--- src/rtl/serial_add_seq_if.sv ---
// Request/response bundle for the bit-serial adder: operands and start in, busy/done/result out.
interface serial_add_seq_if #(
    parameter int WIDTH = 8
);
    logic             start;
    logic [WIDTH-1:0] op_a;
    logic [WIDTH-1:0] op_b;
    logic             busy;
    logic             done;
    logic [WIDTH-1:0] sum;
    logic             cout;

    modport master (
        output start, op_a, op_b,
        input  busy, done, sum, cout
    );

    modport slave (
        input  start, op_a, op_b,
        output busy, done, sum, cout
    );
endinterface

--- src/rtl/serial_add_seq.sv ---
// Bit-serial adder sequencer: LSB-first through a 1-bit full add with registered carry.
// done pulses WIDTH+1 cycles after an accepted start; start is ignored while busy or done.
module serial_add_seq #(
    parameter int WIDTH = 8
) (
    input  logic            clk,
    input  logic            rst,
    serial_add_seq_if.slave bus
);
    localparam int CW = $clog2(WIDTH + 1);

    typedef enum logic [1:0] {
        IDLE  = 2'd0,
        SHIFT = 2'd1,
        DONE  = 2'd2
    } state_t;

    state_t           state_q, state_d;
    logic [WIDTH-1:0] sa_q, sa_d;
    logic [WIDTH-1:0] sb_q, sb_d;
    logic [WIDTH-1:0] ps_q, ps_d;
    logic [WIDTH-1:0] sum_q, sum_d;
    logic             cy_q, cy_d;
    logic             cout_q, cout_d;
    logic [CW-1:0]    cnt_q, cnt_d;

    logic bit_s;
    logic bit_c;

    // The single-bit full-add cell fed by the shift registers.
    assign bit_s = sa_q[0] ^ sb_q[0] ^ cy_q;
    assign bit_c = (sa_q[0] & sb_q[0]) | (sa_q[0] & cy_q) | (sb_q[0] & cy_q);

    always_ff @(posedge clk or posedge rst) begin
        if (rst) begin
            state_q <= IDLE;
            sa_q    <= '0;
            sb_q    <= '0;
            ps_q    <= '0;
            sum_q   <= '0;
            cy_q    <= 1'b0;
            cout_q  <= 1'b0;
            cnt_q   <= '0;
        end else begin
            state_q <= state_d;
            sa_q    <= sa_d;
            sb_q    <= sb_d;
            ps_q    <= ps_d;
            sum_q   <= sum_d;
            cy_q    <= cy_d;
            cout_q  <= cout_d;
            cnt_q   <= cnt_d;
        end
    end

    always_comb begin
        state_d = state_q;
        sa_d    = sa_q;
        sb_d    = sb_q;
        ps_d    = ps_q;
        sum_d   = sum_q;
        cy_d    = cy_q;
        cout_d  = cout_q;
        cnt_d   = cnt_q;

        unique case (state_q)
            IDLE: begin
                if (bus.start) begin
                    sa_d    = bus.op_a;
                    sb_d    = bus.op_b;
                    cy_d    = 1'b0;
                    cnt_d   = '0;
                    ps_d    = '0;
                    state_d = SHIFT;
                end
            end
            SHIFT: begin
                cy_d  = bit_c;
                ps_d  = {bit_s, ps_q[WIDTH-1:1]};
                sa_d  = {1'b0, sa_q[WIDTH-1:1]};
                sb_d  = {1'b0, sb_q[WIDTH-1:1]};
                cnt_d = cnt_q + CW'(1);
                // Last bit: publish the assembled word and its carry-out together.
                if (cnt_q == CW'(WIDTH - 1)) begin
                    sum_d   = {bit_s, ps_q[WIDTH-1:1]};
                    cout_d  = bit_c;
                    state_d = DONE;
                end
            end
            DONE: begin
                state_d = IDLE;
            end
            default: begin
                state_d = IDLE;
            end
        endcase
    end

    assign bus.busy = (state_q != IDLE);
    assign bus.done = (state_q == DONE);
    assign bus.sum  = sum_q;
    assign bus.cout = cout_q;
endmodule

--- src/flat_wrapper.sv ---
// flat-port wrapper written by rule: the top's interface ports become plain ports
module serial_add_seq_flat 
#(
    parameter int WIDTH = 8
)
  (clk, rst, bus_start, bus_op_a, bus_op_b, bus_busy, bus_done, bus_sum, bus_cout);
  serial_add_seq_if #(.WIDTH(WIDTH)) bus_i ();
  input  logic clk;
  input  logic rst;
  input wire logic [$bits(bus_i.start)-1:0] bus_start;
  input wire logic [$bits(bus_i.op_a)-1:0] bus_op_a;
  input wire logic [$bits(bus_i.op_b)-1:0] bus_op_b;
  output wire logic [$bits(bus_i.busy)-1:0] bus_busy;
  output wire logic [$bits(bus_i.done)-1:0] bus_done;
  output wire logic [$bits(bus_i.sum)-1:0] bus_sum;
  output wire logic [$bits(bus_i.cout)-1:0] bus_cout;
  assign bus_i.start = bus_start;
  assign bus_i.op_a = bus_op_a;
  assign bus_i.op_b = bus_op_b;
  assign bus_busy = bus_i.busy;
  assign bus_done = bus_i.done;
  assign bus_sum = bus_i.sum;
  assign bus_cout = bus_i.cout;
  serial_add_seq #(.WIDTH(WIDTH)) u_core (.clk(clk), .rst(rst), .bus(bus_i));
endmodule
--- config.mk ---
export PLATFORM = sky130hd
export DESIGN_NAME = serial_add_seq_flat
export DESIGN_NICKNAME = d
export VERILOG_FILES = /design/src/rtl/serial_add_seq_if.sv /design/src/rtl/serial_add_seq.sv /design/src/flat_wrapper.sv
export SDC_FILE = /design/constraint.sdc
export NUM_CORES = 1
export LEC_CHECK = 0
export ABC_CLOCK_PERIOD_IN_PS = 1400
export CORE_MARGIN = 2
export CORE_UTILIZATION = 46
export DETAILED_ROUTE_END_ITERATION = 16
export GPL_ROUTABILITY_DRIVEN = 0
export PLACE_DENSITY = 0.77
export RECOVER_POWER = 50
export SYNTH_ARGS = -nofsm -noshare
export SYNTH_HDL_FRONTEND = slang
export SYNTH_SLANG_ARGS = --single-unit
--- constraint.sdc ---
create_clock -name clk -period 1.4 [get_ports clk]
set_input_delay 0.14 -clock clk [delete_from_list [all_inputs] [get_ports clk]]
set_output_delay 0.14 -clock clk [all_outputs]
set_load 0.05 [all_outputs]
## Yosys cells after proc, flatten, opt, wreduce, memory -nomap -nowiden

Index checks and enable logic that the tools add are counted.

| cells by class | value |
|---|---|
| $add $sub $neg | 1 |
| bitwise operators | 7 |
| multiplexer cells | 13 |
| equal/unequal tests | 5 |
| reductions and logical operators | 6 |

Operators by type and width:

| cell | count |
|---|---|
| 8-bit case mux with 2 select lines | 3 |
| 8-bit 2-to-1 mux | 3 |
| 4-bit case mux with 2 select lines | 1 |
| 2-bit AND reduction | 3 |
| 4-bit by 1-bit adder with 4-bit output (second input constant) | 1 |
| 4-bit by 3-bit == test with 1-bit output (second input constant) | 1 |
| 2-bit 2-to-1 mux | 2 |
| 4-bit 2-to-1 mux | 1 |
| 2-bit case mux with 2 select lines | 1 |
| 2-bit nonzero test | 2 |
| 1-bit bitwise AND | 3 |
| 2-bit by 1-bit == test with 1-bit output (second input constant) | 1 |
| 2-bit == test (second input constant) | 1 |
| 2-bit zero test | 1 |
| 2-bit by 1-bit != test with 1-bit output (second input constant) | 1 |
| 2-bit != test (second input constant) | 1 |
| 1-bit bitwise OR | 2 |
| 1-bit case mux with 2 select lines | 1 |
| 1-bit XOR | 2 |
| 1-bit 2-to-1 mux | 1 |

| storage, ports and cells | value |
|---|---|
| input port bits | 19 |
| output and inout bits | 11 |
| bits in registers | 40 |

## Longest topological paths before layout

Gate-level depths: netlist of run 1.

| logic depth | value |
|---|---|
| depth after elaboration | 4 |
| mapped depth | 6 |
| depth with buffers taken out | 3 |

## Least setup slack after synthesis of run 1

No wires, ideal clock.

| path | value |
|---|---|
| path type | reg2out |
| start point | reg u_core.state_q[0] |
| end point | out bus_done |
| slack | -158 ps |
| arrival time | 1,418 ps |
| cell stages (with the launch flop) | 4 |
| path buffers | 2 |
| cell sequence | dfrtp_1 > buf_2 > buf_2 > nor2b_1 |

| between the ends | value |
|---|---|
| longest elaborated chain between the ends | 1 |

RTL lines:

| what | RTL line | source |
|---|---|---|
| start, declared | serial_add_seq.sv:18 | `state_t state_q, state_d;` |
| start signal, assigned | serial_add_seq.sv:45 | `state_q <= state_d;` |
| 2-bit == test | serial_add_seq.sv:100 | `assign bus.done = (state_q == DONE);` |
| end, declared | flat_wrapper.sv:14 | `output wire logic [$bits(bus_i.done)-1:0] bus_done;` |

Every way passes these cells.

## Worst setup path in the final report of run 1

| path | value |
|---|---|
| start point | reg u_core.state_q[1] |
| end point | reg u_core.sum_q[3] (netlist: u_core.bus.sum[3]) |

| between the ends | value |
|---|---|
| longest elaborated chain between the ends | 2 |

RTL lines:

| what | RTL line | source |
|---|---|---|
| 2-bit by 1-bit == test with 1-bit output | serial_add_seq.sv:66 | `unique case (state_q)` |
| 2-bit AND reduction (no line) | n/a |  |
| end signal, assigned | serial_add_seq.sv:49 | `sum_q <= sum_d;` |
| end, declared | serial_add_seq.sv:22 | `logic [WIDTH-1:0] sum_q, sum_d;` |

Every way passes these cells.
A chain may end at the register's enable or synchronous reset.

==> Implementation_results.wiki, run 1 <==
{| class="wikitable"
! Metric !! Value
|-
| Unrepaired setup endpoints after global routing || yes
|-
| TritonCTS clock tree || yes
|-
| Vias in the first global route || 1257
|-
| Utilization after layout || 0.6685
|-
| Share of final-layout standard cells stronger than drive strength 1 || 0.3164
|-
| Rows || 21
|-
| Pin count of the biggest net entering global routing || 40
|-
| Library cells used by synthesis || 26
|-
| Count of boundary I/O pins || 30
|-
| Vias after detailed routing || 1251
|-
| Root buf cell || sky130_fd_sc_hd__clkbuf_4
|-
| Detailed-route wire length || 3605 µm
|-
| Average wire per cell in the routed design || 16.17 µm
|-
| Total buffers and inverters traversed by the critical path || 1
|-
| CP Capture Type || flip-flop
|-
| Number of cells in the design after placement || 208
|-
| Initial standard-cell utilization of the core || 0.4897
|-
| Peak supply drop || 0.6544 mV
|-
| Arr. time, crit path || 1.62 ns
|-
| Maximum clock rate || 719.3 MHz
|-
| Max-slew violation count || 0
|-
| Chip width || 64.31 µm
|-
| Largest clock skew in the final design || 0.003646 ns
|-
| Critical path start-end classification || flip-flop to flip-flop
|-
| Count of buffers inserted at the top-level ports || 29
|-
| Initial antenna violation count || 0
|-
| Synth Area per Inst || 12.77 µm²
|-
| Leak pwr || 1.042 nW
|-
| Share of synthesized area occupied by flip-flops and latches || 0.5834
|-
| Die footprint || 4135 µm²
|-
| Core area || 3416 µm²
|-
| Post-layout nets || 198
|-
| Net count of the mapped netlist || 152
|-
| Fin. Hold Viols || 0
|-
| Multi-input gate area || 640.6 µm²
|-
| Iteration count of the initial detailed-routing pass || 4
|-
| Outcome || complete, no violations
|-
| MaxCap Viol Count || 0
|-
| Capturing point of the worst reg2reg path || u_core.bus.sum[3]$_DFFE_PP0P_
|-
| Final worst path period need || 1.390 ns
|-
| Drc violations || 0
|-
| Final Setup Violations || 0
|-
| Post-route ant nets || 0
|-
| Headroom to the max-slew limit || 0.3717
|-
| Maximum buffer depth of the clock tree || 2
|-
| Gr usage total || 0.1931
|-
| Fillcell total || 265
|-
| Instance count of the mapped netlist || 131
|-
| Synth Cell Area || 1673 µm²
|-
| Clock tree sinks || 39
|-
| CP max stage cell || sky130_fd_sc_hd__dfrtp_1
|-
| H-tree depth reported by CTS || 2
|-
| Biggest fanout along the worst timing path || 5
|-
| Family of cells with the greatest summed delay on the critical path || flip-flops
|-
| Leading cell types in the layout, fill and taps excluded || sky130_fd_sc_hd__dfrtp_1, sky130_fd_sc_hd__clkdlybuf4s50_1, sky130_fd_sc_hd__buf_4
|-
| Cell depth of the worst hold path || 2
|-
| Number of antenna diodes || 0
|-
| Required time of the critical path || 1.63 ns
|-
| Transition time at the pin with the least slew margin || 0.9424 ns
|-
| Critical path startpoint category || flip-flop
|-
| Cell count of the worst reg-to-reg path || 4
|-
| Setup slack, reg-to-reg || 0.01 ns
|-
| Ratio of total power to cell area || 2074 nW/µm²
|-
| Post-cts hold buffer count || 0
|-
| Final period utilization || 0.9930
|-
| Synthesized flop and latch total || 39
|-
| CP cell instances || buf_6 > nor2b_4 > and4_4 > mux2_4
|-
| Startpoint of the worst hold path || bus_op_a[7]
|-
| Clock transition at path regs || 0.11 ns
|-
| Via-per-instance ratio || 5.610
|-
| Hold Path Sink || u_core.sa_q[7]$_DFFE_PP0P_
|-
| Startpoint of the lowest-slack register-to-register path || u_core.state_q[1]$_DFFE_PP0P_
|-
| Delay of the slowest cell on the worst path || 0.42 ns
|-
| Estimated wirelength of the detail-placed design || 2457 µm
|-
| Sequential standard cell area || 977.2 µm²
|-
| GRT Residual Overflow || 0
|-
| Synthesis warning total || 0
|-
| Latest clock arrival within the worst-skew pair || 0.33 ns
|-
| Most common cell after layout, fill and taps aside || sky130_fd_sc_hd__dfrtp_1
|-
| DRC violation total after the first TritonRoute iteration || 37
|-
| Number of clock buffers inserted by TritonCTS || 5
|-
| Class of the worst hold path || input port to flip-flop
|-
| Area delta synth->final || 36.50%
|-
| Number of standard cells in the final layout excluding fillers || 223
|-
| Height of the die || 64.31 µm
|-
| Wire length of the first global-routing pass || 6051 µm
|}
-- registers in the layout (all words and copies together), names as in the netlist --
signal / count
u_core.bus.sum: 8
u_core.state_q: 2
u_core.ps_q: 7
u_core.sb_q: 8
u_core.sa_q: 8
u_core.bus.cout: 1
u_core.cy_q: 1
u_core.cnt_q: 4
-- how the worst max path moves through the flow --
stage / from / to / slack [ns] / cells past startpoint
6_report: u_core.state_q[1]$_DFFE_PP0P_ / u_core.bus.sum[3]$_DFFE_PP0P_ / 0.01 / 4
2_1_floorplan: u_core.state_q[1]$_DFFE_PP0P_ / u_core.bus.cout$_DFFE_PP0P_ / 0.02 / 5
5_1_grt: u_core.state_q[0]$_DFFE_PP0P_ / bus_busy / -0.05 / 4
3_3_place_gp: u_core.cnt_q[1]$_DFFE_PP0P_ / u_core.bus.cout$_DFFE_PP0P_ / 0.04 / 3
3_5_place_dp: u_core.cnt_q[1]$_DFFE_PP0P_ / u_core.bus.sum[3]$_DFFE_PP0P_ / -0.004 / 3
4_1_cts: u_core.state_q[0]$_DFFE_PP0P_ / bus_busy / -0.01 / 4
-- Yosys cell counts, drive strengths merged --
| library cell | instances | share of area |
|---|---|---|
| dfrtp | 39 | 0.58 |
| a22oi | 14 | 0.063 |
| nand2 | 14 | 0.031 |
| o21ai | 14 | 0.042 |
| mux2 | 11 | 0.094 |
| a22o | 10 | 0.052 |
| buf | 9 | 0.043 |
| inv | 3 | 0.0067 |
| nor2b | 3 | 0.016 |
| a32o | 2 | 0.012 |
| nor2 | 2 | 0.0045 |
| a211oi | 1 | 0.0045 |
| a21oi | 1 | 0.0030 |
| a41oi | 1 | 0.0052 |
| and4 | 1 | 0.0067 |
| clkbuf | 1 | 0.0022 |
| fa | 1 | 0.012 |
| ha | 1 | 0.0075 |
| nand3 | 1 | 0.0030 |
| nand4 | 1 | 0.0037 |
| o21bai | 1 | 0.0045 |
-- stage by stage --
| stage | instance area, µm² | setup TNS (ns) | hold slack [ns] | power [W] | setup WS [ns] |
|---|---|---|---|---|---|
| 2_1_floorplan | 1675 | 0 | 0.3015 | 0.003166 | 0.02050 |
| 3_3_place_gp | 2127 | 0 | 0.4662 | 0.003889 | 0.03916 |
| 3_5_place_dp | 2127 | -0.005435 | 0.4818 | 0.004011 | -0.004452 |
| 4_1_cts | 2228 | -0.02743 | 0.1651 | 0.004658 | -0.01472 |
| 5_1_grt | 2283 | -0.3271 | 0.4287 | 0.005022 | -0.05289 |
| 6_report | 2283 | 0 | 0.4443 | 0.004736 | 0.009836 |
-- repair_timing --
item                       in CTS  in global routing
resized for setup               6                  5
gates cloned                    1                  1
setup endpoints to repair      11                 12
pin swaps                       1                  0
setup buffers                   2                  4
-- kinds of logic after synthesis --
logic type / share of synthesized area
multiplexers: 0.09424
flip-flops: 0.5834
adder cells (fa/ha/maj): 0.01945
buffers and inverters: 0.05160
AND/OR/NAND/NOR: 0.06507
AO/OA/AOI/OAI: 0.1862
-- power breakdown --
part           internal [W]  switching (W)
Clock              0.000233       0.000343
Combinational       0.00119        0.00112
Sequential          0.00154       0.000310
-- metal layers --
metal | vias to the layer above | global-route usage | wire length (µm)
li1 | 576 | - | -
met3 | 4 | 0.05986 | 250
met1 | 622 | 0.2399 | 1420
met5 | - | 0 | 0
met2 | 49 | 0.3203 | 1911
met4 | 0 | 0.06383 | 23
-- layout make-up --
cell class / count / area share
multi-input combinational: 80 / 0.2805
clock buffer: 6 / 0.02247
inverter: 3 / 0.004932
tap: 46 / 0.02521
clock inverter: 1 / 0.002192
timing repair buffer: 48 / 0.2367
sequential: 39 / 0.4279
-- worst reg2reg max path, cell delays in order (launching register included) --
cell,delay [ns]
sky130_fd_sc_hd__dfrtp_1,0.42
sky130_fd_sc_hd__buf_6,0.14
sky130_fd_sc_hd__nor2b_4,0.12
sky130_fd_sc_hd__and4_4,0.29
sky130_fd_sc_hd__mux2_4,0.31
(Power assumes the default switching activity.)
==> inputs of run 2 (changes only) <==
Settings changed: CTS_CLUSTER_DIAMETER set to 200.
==> results of run 2 <==
Final layout, timing and power as in run 1 (identical DEF).
